[config.mk]
export PLATFORM = sky130hd
export DESIGN_NAME = uart_tx_engine
export DESIGN_NICKNAME = d
export VERILOG_FILES = /design/src/rtl/uart_tx_engine.sv
export SDC_FILE = /design/constraint.sdc
export NUM_CORES = 1
export LEC_CHECK = 0
export ABC_CLOCK_PERIOD_IN_PS = 5520
export BUFFER_PORTS_ARGS = -buffer_cell sky130_fd_sc_hd__clkbuf_2
export CAP_MARGIN = 20
export CORE_ASPECT_RATIO = 0.8
export CORE_MARGIN = 1
export CORE_UTILIZATION = 55
export DETAILED_ROUTE_END_ITERATION = 12
export PLACE_DENSITY_LB_ADDON = 0.25
export SLEW_MARGIN = 20
export SYNTH_ARGS = -nofsm -noshare
export SYNTH_HDL_FRONTEND = slang
export SYNTH_SLANG_ARGS = --single-unit
[constraint.sdc]
create_clock -name PCLK -period 5.52 [get_ports PCLK]
set_input_delay 0.552 -clock PCLK [delete_from_list [all_inputs] [get_ports PCLK]]
set_output_delay 0.552 -clock PCLK [all_outputs]
set_load 0.1 [all_outputs]
[src/rtl/uart_tx_engine.sv]
// UART transmitter: byte FIFO feeding a start/data/parity/stop serialiser; line lags FSM by one cycle.
// Writes at full are dropped (the register bank flags them); the FIFO only drains while the divisor is non-zero.
module uart_tx_engine #(
  parameter int FIFO_DEPTH = 16,
  parameter int DATA_WIDTH = 8
) (
  input  logic                  PCLK,
  input  logic                  PRESETN,
  input  logic [DATA_WIDTH-1:0] tx_wdata,
  input  logic                  tx_wr,
  input  logic [DATA_WIDTH-1:0] mdr,
  input  logic [DATA_WIDTH-1:0] dll,
  input  logic [DATA_WIDTH-1:0] dlh,
  input  logic [DATA_WIDTH-1:0] lcr,
  input  logic [DATA_WIDTH-1:0] ier,
  output logic                  uart_tx,
  output logic                  tx_full,
  output logic                  tx_empty,
  output logic                  tx_busy,
  output logic                  tx_int
);

  localparam int AW  = $clog2(FIFO_DEPTH);
  localparam int DVW = 2 * DATA_WIDTH;
  localparam logic [AW:0]    CNT_ONE  = (AW+1)'(1);
  localparam logic [AW:0]    CNT_FULL = (AW+1)'(FIFO_DEPTH);
  localparam logic [AW-1:0]  PTR_ONE  = AW'(1);
  localparam logic [DVW-1:0] DIV_ONE  = DVW'(1);

  typedef enum logic [2:0] {S_IDLE, S_START, S_DATA, S_PARITY, S_STOP} state_t;

  state_t                r_state, w_state_nxt;
  logic [DATA_WIDTH-1:0] r_mem [FIFO_DEPTH];
  logic [AW-1:0]         r_rd_ptr, r_wr_ptr;
  logic [AW:0]           r_count;
  logic [DVW-1:0]        r_div, r_pre;
  logic [3:0]            r_ovs, r_osr_m1;
  logic [1:0]            r_wl;
  logic                  r_par_en, r_even, r_stick, r_stop2, r_stop_idx;
  logic [2:0]            r_idx;
  logic [DATA_WIDTH-1:0] r_shift;
  logic                  r_par, r_tx, r_int;

  logic [DVW-1:0] w_div;
  logic           w_wr_ok, w_pop, w_can_start, w_pre_wrap, w_bit_end, w_line, w_par_bit;
  logic [2:0]     w_last_idx;
  logic           w_unused;

  assign w_div       = {dlh, dll};
  assign w_wr_ok     = tx_wr & ~tx_full;
  assign w_can_start = (r_count != '0) && (w_div != '0);
  assign w_pre_wrap  = (r_pre == r_div - DIV_ONE);
  assign w_bit_end   = w_pre_wrap && (r_ovs == r_osr_m1);
  assign w_last_idx  = 3'd4 + {1'b0, r_wl};
  assign w_par_bit   = r_stick ? ~r_even : (r_even ? r_par : ~r_par);
  assign w_unused    = ^{mdr[DATA_WIDTH-1:1], lcr[DATA_WIDTH-1], ier[DATA_WIDTH-1:2], ier[0]};

  assign tx_full  = (r_count == CNT_FULL);
  assign tx_empty = (r_count == '0);
  assign tx_busy  = (r_state != S_IDLE);
  assign uart_tx  = r_tx;
  assign tx_int   = r_int;

  always_comb begin
    w_state_nxt = r_state;
    w_pop       = 1'b0;
    w_line      = 1'b1;
    case (r_state)
      S_IDLE: begin
        if (w_can_start) begin
          w_pop       = 1'b1;
          w_state_nxt = S_START;
        end
      end
      S_START: begin
        w_line = 1'b0;
        if (w_bit_end) w_state_nxt = S_DATA;
      end
      S_DATA: begin
        w_line = r_shift[0];
        if (w_bit_end && (r_idx == w_last_idx)) w_state_nxt = r_par_en ? S_PARITY : S_STOP;
      end
      S_PARITY: begin
        w_line = w_par_bit;
        if (w_bit_end) w_state_nxt = S_STOP;
      end
      S_STOP: begin
        // Next frame chains straight into its start bit with no idle gap.
        if (w_bit_end && (r_stop_idx == r_stop2)) begin
          if (w_can_start) begin
            w_pop       = 1'b1;
            w_state_nxt = S_START;
          end else begin
            w_state_nxt = S_IDLE;
          end
        end
      end
      default: w_state_nxt = S_IDLE;
    endcase
  end

  always_ff @(posedge PCLK) begin
    if (w_wr_ok) r_mem[r_wr_ptr] <= tx_wdata;
  end

  always_ff @(posedge PCLK) begin
    if (!PRESETN) begin
      r_state    <= S_IDLE;
      r_rd_ptr   <= '0;
      r_wr_ptr   <= '0;
      r_count    <= '0;
      r_div      <= '0;
      r_pre      <= '0;
      r_ovs      <= '0;
      r_osr_m1   <= 4'd15;
      r_wl       <= '0;
      r_par_en   <= 1'b0;
      r_even     <= 1'b0;
      r_stick    <= 1'b0;
      r_stop2    <= 1'b0;
      r_stop_idx <= 1'b0;
      r_idx      <= '0;
      r_shift    <= '0;
      r_par      <= 1'b0;
      r_tx       <= 1'b1;
      r_int      <= 1'b0;
    end else begin
      r_state <= w_state_nxt;

      if (w_wr_ok) r_wr_ptr <= r_wr_ptr + PTR_ONE;
      if (w_pop)   r_rd_ptr <= r_rd_ptr + PTR_ONE;
      case ({w_wr_ok, w_pop})
        2'b10:   r_count <= r_count + CNT_ONE;
        2'b01:   r_count <= r_count - CNT_ONE;
        default: r_count <= r_count;
      endcase

      // Every state lasts whole bit periods, so a bit end leaves both counters at 0 for the next state.
      if (r_state == S_IDLE || w_bit_end) begin
        r_pre <= '0;
        r_ovs <= '0;
      end else if (w_pre_wrap) begin
        r_pre <= '0;
        r_ovs <= r_ovs + 4'd1;
      end else begin
        r_pre <= r_pre + DIV_ONE;
      end

      if (w_pop) begin
        r_shift    <= r_mem[r_rd_ptr];
        r_div      <= w_div;
        r_osr_m1   <= mdr[0] ? 4'd12 : 4'd15;
        r_wl       <= lcr[1:0];
        r_stop2    <= lcr[2];
        r_par_en   <= lcr[3];
        r_even     <= lcr[4];
        r_stick    <= lcr[5];
        r_idx      <= '0;
        r_par      <= 1'b0;
        r_stop_idx <= 1'b0;
      end else if (w_bit_end && r_state == S_DATA) begin
        r_shift <= {1'b0, r_shift[DATA_WIDTH-1:1]};
        r_par   <= r_par ^ r_shift[0];
        r_idx   <= r_idx + 3'd1;
      end else if (w_bit_end && r_state == S_STOP) begin
        r_stop_idx <= 1'b1;
      end

      r_tx  <= lcr[6] ? 1'b0 : w_line;
      r_int <= ier[1] & tx_empty & ~tx_busy;
    end
  end

endmodule

==> results of run 1 <==
==> logic make-up (layout without fill, tap and decap cells) <==
kind of cell | Yosys count | count (layout) | share of synthesized area [%]
xor gates and xnor gates | 52 | 52 | 5.07
and+or+nand+nor | 218 | 218 | 11.8
muxes | 47 | 47 | 10.8
buffers and inverters | 57 | 99 | 2.70
AOI/OAI and AO/OA | 103 | 103 | 7.70
DFF | 206 | 206 | 60.1
adders and majority gates | 13 | 13 | 1.81
==> how the worst min path moves through the flow <==
stage	start	slack, ns	end
after floorplan	r_stick$_SDFFE_PN0N_	0.44	r_stick$_SDFFE_PN0N_
after global placement	r_stick$_SDFFE_PN0N_	0.46	r_stick$_SDFFE_PN0N_
after detailed placement	r_wl[0]$_SDFFE_PN0N_	0.47	r_wl[0]$_SDFFE_PN0N_
after CTS	mdr[0]	0.24	r_osr_m1[0]$_SDFFE_PN1N_
after global routing	lcr[6]	0.26	uart_tx$_SDFF_PN1_
final	mdr[0]	0.25	r_osr_m1[0]$_SDFFE_PN1N_
==> state kept, by name, indices dropped and copies added, names as in the netlist, named ones only <==
signal      flops
r_div          16
uart_tx         1
r_count         5
tx_int          1
r_wr_ptr        4
r_osr_m1        1
r_rd_ptr        4
r_par           1
r_wl            2
r_ovs           4
r_idx           3
r_shift         8
r_stick         1
r_mem         128
r_stop2         1
r_state         3
r_pre          16
r_par_en        1
r_stop_idx      1
r_even          1
==> power by group <==
part / switching, uW / internal [uW]
combinational: 1000 / 620
sequential: 153 / 1790
clock: 564 / 778
==> synth_stat cells, drive strengths merged (2+ instances only) <==
library cell	n
a2111o	2
a2111oi	3
a211oi	4
a21oi	25
a311oi	2
a31oi	4
and2	5
and3	9
buf	19
clkbuf	21
dfxtp	78
edfxtp	128
ha	13
inv	16
mux2i	7
mux4	40
nand2	50
nand2b	4
nand3	40
nand4	4
nor2	63
nor3	12
nor3b	2
nor4	11
o2111ai	2
o211a	2
o211ai	2
o21a	2
o21ai	43
o31ai	3
or3	6
or3b	4
or4	5
xnor2	23
xor2	29
==> stage by stage <==
step	hold WS (ns)	power, uW	worst slack [ns]	instance area (um2)
floorplan	0.445	3220	1.16	8990
global placement	0.461	3510	0.975	9320
detailed placement	0.471	3580	0.802	9340
CTS	0.239	4920	0.775	9980
global route	0.260	5160	0.276	9980
finish	0.252	4910	0.671	9980
==> layout make-up <==
type / instances / area (um2)
Sequential cell: 206 / 5410
Multi-Input combinational cell: 433 / 3370
Clock inverter: 8 / 65.1
Inverter: 17 / 63.8
Timing Repair Buffer: 44 / 230
Fill cell: 1163 / 5870
Clock buffer: 30 / 579
Tap cell: 215 / 269
==> routing by layer <==
| layer | vias up | global-route usage, % | share of wire, % |
|---|---|---|---|
| met5 | - | 0 | 0 |
| met4 | 0 | 5.74 | 1.5 |
| met3 | 24 | 4.10 | 6.5 |
| met2 | 158 | 33.8 | 46 |
| met1 | 2762 | 33.1 | 46 |
| li1 | 2655 | - | - |
==> critical path: stages, from the launching register on <==
cell	delay [ns]
dfxtp_1	0.38
inv_1	0.09
ha_1	0.21
or3b_1	0.53
and2_1	0.23
o32ai_1	0.46
nand4_1	0.32
a2111oi_2	0.58
o21ai_4	0.09
inv_1	0.13
ha_1	0.37
xor2_1	0.19
ha_1	0.22
o21ai_0	0.09
a21oi_1	0.18
a21oi_1	0.09
xor2_1	0.15
or3_1	0.32
a21oi_1	0.14
==> impl_metrics.tcl, run 1 <==
set metrics [dict create \
    synth_top_cell_by_area "edfxtp_1" \
    layout_commonest_cell "edfxtp_1" \
    dr.pass1.iters 5 \
    diodes 0 \
    ys_seq_elements 206 \
    r2r-start "r_div[0]$_SDFFE_PN0N_" \
    instances_no_fill 953 \
    arrival_ns 5.26 \
    fin_crit_ns 4.85 \
    vias 5599 \
    drv_slew 0 \
    clk_latency_ns 0.50 \
    ctsRootBufferMaster "clkbuf_16" \
    final.period_utilization_pct 87.8 \
    htreeDepth 1 \
    synth_area_leaders "edfxtp_1 (43%), dfxtp_1 (17%), mux4_2 (10%)" \
    die_w_um 145 \
    tns_ns 0 \
    ir_drop_v 0.000296 \
    ys.flop_type "edfxtp_1" \
    hold_buffers 0 \
    avgViaCountPerCell 5.88 \
    end_kind "flop" \
    layout-drive-gt1-share_pct 17.2 \
    p_per_area_mw_per_mm2 492 \
    dp_cells 915 \
    die_area_mm2 0.0169 \
    crit_required_ns 5.93 \
    holdCritPathClass "in -> reg" \
    clock-skew-final_ns 0.0119 \
    portBuffers 40 \
    syn_avg_cell_area_um2 12.9 \
    final_util_pct 63.0 \
    setup_viol_count_final 0 \
    wl_per_cell_um 19.2 \
    syn_inst 696 \
    cts_sinks 206 \
    initial_core_util_pct 56.7 \
    final_net_count 787 \
    grt_pass1_wl_um 28700 \
    antenna_found_initial 0 \
    place_congestion 0.922 \
    grt_start_max_net_pins 68 \
    crit_path_max_fanout 9 \
    tritoncts.num_buffers 21 \
    startpoint "r_div[0]$_SDFFE_PN0N_" \
    synth_edf_count 128 \
    synth_top_area_share_pct 42.8 \
    row_count 41 \
    critPathKind "reg -> reg" \
    netlist_area_mm2 0.00899 \
    clk_pin_slew_ns 0.06 \
    overflow 0 \
    cp-start-kind "flop" \
    crit-reg2reg-capture "r_count[4]$_SDFFE_PN0P_" \
    finalWirelength_um 18300 \
    rr_worst_depth 18 \
    grtUsageTotal_pct 22.2 \
    ant_nets 0 \
    p_leak_uw 0.00340 \
    core_mm2 0.0159 \
    hold_viol_final 0 \
    first_iter_violations 489 \
    cts_buffer_depth 3 \
    hold_depth 2 \
    cts_tree "built" \
    fmax_mhz 206 \
    yosysWarnings 0 \
    outcome "finished clean" \
    grt_pass1_vias 5299 \
    mostFrequentLayoutCells "edfxtp_1 (128), dfxtp_1 (77), nor2_1 (63)" \
    r2r_slack_ns 0.67 \
    rsz0062_at_grt "no" \
    hpwl_um 12300 \
    ioPinCount 56 \
    synth_fp_nets 760 \
    syn_to_final_growth_pct 11.1 \
    synth_cell_types 59 \
    async_flop_share_pct 0 \
    cts_setup_buffers 0 \
    seq_area_frac_synth_pct 60.1 \
    drc 0 \
    cts_resized 0 \
    crit_end "r_count[4]$_SDFFE_PN0P_" \
    worstMarginPinSlew_ns 1.03 \
    die_h_um 116 \
    drv_cap 0 \
    maxSlewHeadroom_pct 31.0 \
]
Note: power is estimated with default switching activity, not from simulation.
==> run 2: changes to the inputs <==
--- a/config.mk
+++ b/config.mk
@@ -5,13 +5,12 @@
 export SDC_FILE = /design/constraint.sdc
 export NUM_CORES = 1
 export LEC_CHECK = 0
-export ABC_CLOCK_PERIOD_IN_PS = 5520
-export BUFFER_PORTS_ARGS = -buffer_cell sky130_fd_sc_hd__clkbuf_2
 export CAP_MARGIN = 20
 export CORE_ASPECT_RATIO = 0.8
 export CORE_MARGIN = 1
 export CORE_UTILIZATION = 55
 export DETAILED_ROUTE_END_ITERATION = 12
+export DONT_BUFFER_PORTS = 1
 export PLACE_DENSITY_LB_ADDON = 0.25
 export SLEW_MARGIN = 20
 export SYNTH_ARGS = -nofsm -noshare
==> run 2 against run 1 <==
Effect of this change: non-clock buffer count shrank 41; worst hold slack got worse by 0.11 ns; flip-flop and latch count unchanged; utilization fell by 1.2 points; die area did not move; final cell count decreased by 4.3%; highest routed layer unchanged.
==> impl_metrics.tcl, run 2 (synthesized netlist as in run 1, its figures left out) <==
set metrics [dict create \
    outcome "finished clean" \
    cpPeakStageDelay_ns 0.60 \
    diodes 0 \
    clock-skew-final_ns 0.0196 \
    maxSlewHeadroom_pct 30.6 \
    htreeDepth 1 \
    cp-start-kind "flop" \
    fmax_mhz 210 \
    drv_cap 0 \
    grtUsageTotal_pct 21.0 \
    r2r_slack_ns 0.76 \
    layout-drive-gt1-share_pct 12.8 \
    ir_drop_v 0.000281 \
    final_util_pct 61.8 \
    cts_tree "built" \
    cts_resized 0 \
    arrival_ns 5.17 \
    portBuffers 0 \
    avgViaCountPerCell 6.02 \
    cts_sinks 206 \
    finalWirelength_um 17400 \
    dp_cells 874 \
    ctsRootBufferMaster "clkbuf_16" \
    critPathKind "reg -> reg" \
    p_leak_uw 0.00324 \
    die_w_um 145 \
    final_net_count 746 \
    grt_start_max_net_pins 68 \
    largest_register "r_mem" \
    place_congestion 0.953 \
    cts_setup_buffers 0 \
    largest_register_ffs 128 \
    initial_core_util_pct 56.7 \
    cp_slowest_cell "a2111oi_2" \
    crit_path_max_fanout 9 \
    cts_buffer_depth 3 \
    tritoncts.num_buffers 21 \
    placed_cell_area_mm2 0.00913 \
    hold_buffers 0 \
    tns_ns 0 \
    die_h_um 116 \
    fin_crit_ns 4.76 \
    rsz0062_at_grt "no" \
    ioPinCount 56 \
    end_kind "flop" \
    syn_to_final_growth_pct 9.00 \
    antenna_found_initial 0 \
    grt_pass1_vias 5117 \
    clk_pin_slew_ns 0.06 \
    hold_depth 1 \
    ant_nets 0 \
    largestRegisters "r_mem: 128 flops, r_div: 16 flops, r_pre: 16 flops" \
    core_mm2 0.0159 \
    mostFrequentLayoutCells "edfxtp_1 (128), dfxtp_1 (77), nor2_1 (63)" \
    final_area_mm2 0.00980 \
    grt_pass1_wl_um 27300 \
    worstMarginPinSlew_ns 1.04 \
    final.period_utilization_pct 86.3 \
    layout_commonest_cell "edfxtp_1" \
    instances_no_fill 912 \
    path_cells "inv_1 -> ha_1 -> or3b_1 -> and2_1 -> o32ai_1 -> nand4_1 -> a2111oi_2 -> o21ai_4 -> inv_1 -> ha_1 -> xor2_1 -> ha_1 -> o21ai_0 -> a21oi_1 -> a21oi_1 -> xor2_1 -> or3_1 -> a21oi_1" \
    dr.pass1.iters 6 \
    p_per_area_mw_per_mm2 496 \
    die_area_mm2 0.0169 \
    wl_per_cell_um 19.0 \
    hpwl_um 11700 \
    grt_use_met3_pct 4.49 \
    holdCritPathClass "in -> reg" \
    clk_latency_ns 0.50 \
    first_iter_violations 444 \
    hold_viol_final 0 \
    rr_worst_depth 18 \
    drc 0 \
    whs_ns 0.137 \
    vias 5489 \
    overflow 0 \
    crit_required_ns 5.93 \
    row_count 41 \
    grt.busiest_layer "met2" \
    drv_slew 0 \
    grt_use_met2_pct 32.5 \
    setup_viol_count_final 0 \
    grtUsageMet1_pct 30.5 \
]
==> run 2: cell count changes in the layout (fill, tap and decap cells not counted), sizes merged <==
cell	previous run	this run
inv	17	19
clkbuf	70	27
clkinv	7	8
buf	4	3
==> run 2: stage by stage <==
stage	power, uW	worst slack [ns]
after global placement	3450	1.04
after detailed placement	3510	0.811
after CTS	4890	0.777
final	4860	0.756
after floorplan	3220	1.16
after global routing	5100	0.366
==> run 2: power by group <==
part / leakage, uW / internal [uW] / switching [uW]
registers: 0.00179 / 1790 / 170
logic: 0.00112 / 601 / 929
clock network: 0.000332 / 795 / 575
total: 0.00324 / 3190 / 1670
==> run 2: layout make-up <==
cell class	count	area [um2]
fillers	1168	6050
flip-flops and latches	206	5410
multi-input cells	433	3370
clock buffers	27	581
well taps	215	269
clock inverters	11	87.6
inverters	17	63.8
repair buffers	3	22.5
==> run 2: worst paths after layout <==
check                         from                       to
max          r_div[0]$_SDFFE_PN0N_  r_count[4]$_SDFFE_PN0P_
min                        PRESETN       uart_tx$_SDFF_PN1_
max reg2reg  r_div[0]$_SDFFE_PN0N_  r_count[4]$_SDFFE_PN0P_
min reg2reg   r_stop2$_SDFFE_PN0N_     r_stop2$_SDFFE_PN0N_
==> run 2: worst max-delay path, delay by kind of cell, from the launching register on <==
family / cells / cell delay (ns)
buffers and inverters: 2 / 0.20
AO/OA/AOI/OAI: 7 / 1.64
flip-flops: 1 / 0.39
XOR/XNOR: 2 / 0.34
adder cells (fa/ha/maj): 3 / 0.78
AND/OR/NAND/NOR: 4 / 1.32
==> run 2: routing by layer <==
metal  vias up  wire length, um
met3        28             1320
met2       202             7640
li1       2572                -
met4         0              312
met1      2687             8090
met5         -                0
==> run 3: changes to the inputs <==
--- a/config.mk
+++ b/config.mk
@@ -6,9 +6,11 @@
 export NUM_CORES = 1
 export LEC_CHECK = 0
 export CAP_MARGIN = 20
+export CELL_PAD_IN_SITES_DETAIL_PLACEMENT = 1
+export CELL_PAD_IN_SITES_GLOBAL_PLACEMENT = 1
 export CORE_ASPECT_RATIO = 0.8
 export CORE_MARGIN = 1
-export CORE_UTILIZATION = 55
+export CORE_UTILIZATION = 52
 export DETAILED_ROUTE_END_ITERATION = 12
 export DONT_BUFFER_PORTS = 1
 export PLACE_DENSITY_LB_ADDON = 0.25
==> run 3 against run 2 <==
Effect of this change: register-to-register slack got worse by 0.04 ns; critical path depth is the same; count of clock-buffer cells in the layout increased by 4; power rose by 1.3%; largest power group unchanged.
==> impl_metrics.tcl, run 3 (synthesized netlist as in run 1, its figures left out) <==
set metrics [dict create \
    cts_setup_buffers 0 \
    die_w_um 149 \
    ir_drop_v 0.000267 \
    ctsRootBufferMaster "clkbuf_16" \
    grt_pass1_wl_um 32700 \
    p_leak_uw 0.00325 \
    largestRegisters "r_mem: 128 flops, r_div: 16 flops, r_pre: 16 flops" \
    cts_sinks 206 \
    grtUsageTotal_pct 24.3 \
    holdCritPathClass "in -> reg" \
    initial_core_util_pct 53.8 \
    setup_viol_count_final 0 \
    cts_buffer_depth 3 \
    row_count 42 \
    critPathKind "reg -> reg" \
    grt_start_max_net_pins 68 \
    largest_register_ffs 128 \
    layout-drive-gt1-share_pct 12.8 \
    worstMarginPinSlew_ns 1.08 \
    hpwl_um 13900 \
    die_h_um 120 \
    first_iter_violations 453 \
    fmax_mhz 208 \
    core_mm2 0.0167 \
    outcome "finished clean" \
    whs_ns 0.142 \
    overflow 0 \
    diodes 0 \
    antenna_found_initial 0 \
    maxSlewHeadroom_pct 27.6 \
    cts_resized 0 \
    fin_crit_ns 4.80 \
    clk_latency_ns 0.50 \
    wl_per_cell_um 22.7 \
    drv_slew 0 \
    largest_register "r_mem" \
    cts_tree "built" \
    dr.pass1.iters 5 \
    rsz0062_at_grt "no" \
    avgViaCountPerCell 6.09 \
    final_net_count 751 \
    clk_pin_slew_ns 0.06 \
    p_per_area_mw_per_mm2 501 \
    finalWirelength_um 20900 \
    final.period_utilization_pct 86.9 \
    mostFrequentLayoutCells "edfxtp_1 (128), dfxtp_1 (77), nor2_1 (61)" \
    layout_commonest_cell "edfxtp_1" \
    ant_nets 0 \
    tritoncts.num_buffers 21 \
    die_area_mm2 0.0178 \
    syn_to_final_growth_pct 9.30 \
    p_total_uw 4930 \
    grt_pass1_vias 5821 \
    end_kind "flop" \
    portBuffers 0 \
    drv_cap 0 \
    hold_buffers 0 \
    arrival_ns 5.22 \
    crit_path_max_fanout 9 \
    crit_required_ns 5.94 \
    tns_ns 0 \
    place_congestion 0.839 \
    hold_viol_final 0 \
    htreeDepth 1 \
    vias 5618 \
    drc 0 \
    cp-start-kind "flop" \
    ioPinCount 56 \
    nFillCells 1651 \
    clock-skew-final_ns 0.00689 \
]
## run 3: worst paths after layout
kind	start	to	slack (ns)	cells after the start
setup / recovery	r_div[0]$_SDFFE_PN0N_	r_count[4]$_SDFFE_PN0P_	0.72	18
hold / removal	tx_wdata[3]	r_mem[8][3]$_DFFE_PP_	0.14	0
setup reg to reg	r_div[0]$_SDFFE_PN0N_	r_count[4]$_SDFFE_PN0P_	0.72	18
hold reg to reg	r_wl[0]$_SDFFE_PN0N_	r_wl[0]$_SDFFE_PN0N_	0.48	2
## run 3: critical path, cell delays in order, from the launching register on
cell and delay (ns):
dfxtp_1 0.39, inv_1 0.10, ha_1 0.21, or3b_1 0.53, nor4_1 0.36, a31oi_1 0.08
or3b_1 0.49, a2111oi_2 0.68, o21ai_4 0.07, inv_1 0.12, ha_1 0.36, xor2_1 0.19
ha_1 0.21, o21ai_0 0.09, a21oi_1 0.16, a21oi_1 0.09, xor2_1 0.15, or3_1 0.31
a21oi_1 0.14
## run 3: cell type report
cell class	instances	area, um2	share of cell area [%]
timing repair buffer	8	60.1	0.611
clock inverter	7	61.3	0.624
inverter	17	63.8	0.649
tap	220	275	2.80
sequential	206	5410	55.0
clock buffer	31	604	6.15
multi-input combinational	433	3350	34.1
## run 3: metal layers
layer	up-vias	wire (um)	global-route usage [%]	part of all wire, %
met2	135	9880	38.6	47
li1	2574	-	-	-
met1	2873	9770	35.2	47
met3	36	812	3.73	3.9
met5	-	0	0	0
met4	0	459	6.12	2.2
## run 3: per-stage QoR
| step | setup slack [ns] | util, % | instance area, um2 | instances |
|---|---|---|---|---|
| 5_1_grt | 0.339 | 58.8 | 9830 | 922 |
| 3_5_place_dp | 0.776 | 54.7 | 9150 | 883 |
| 6_report | 0.720 | 58.8 | 9830 | 922 |
| 2_1_floorplan | 1.16 | - | 8990 | 696 |
| 4_1_cts | 0.731 | 58.7 | 9810 | 921 |
| 3_3_place_gp | 0.989 | 54.7 | 9150 | 883 |
## run 3: power breakdown
| part | switching, uW | total, uW | leakage (uW) | internal [uW] |
|---|---|---|---|---|
| sequential | 183 | 1980 | 0.00179 | 1790 |
| clock | 581 | 1390 | 0.000327 | 807 |
| combinational | 959 | 1560 | 0.00113 | 606 |
| total | 1720 | 4930 | 0.00325 | 3210 |
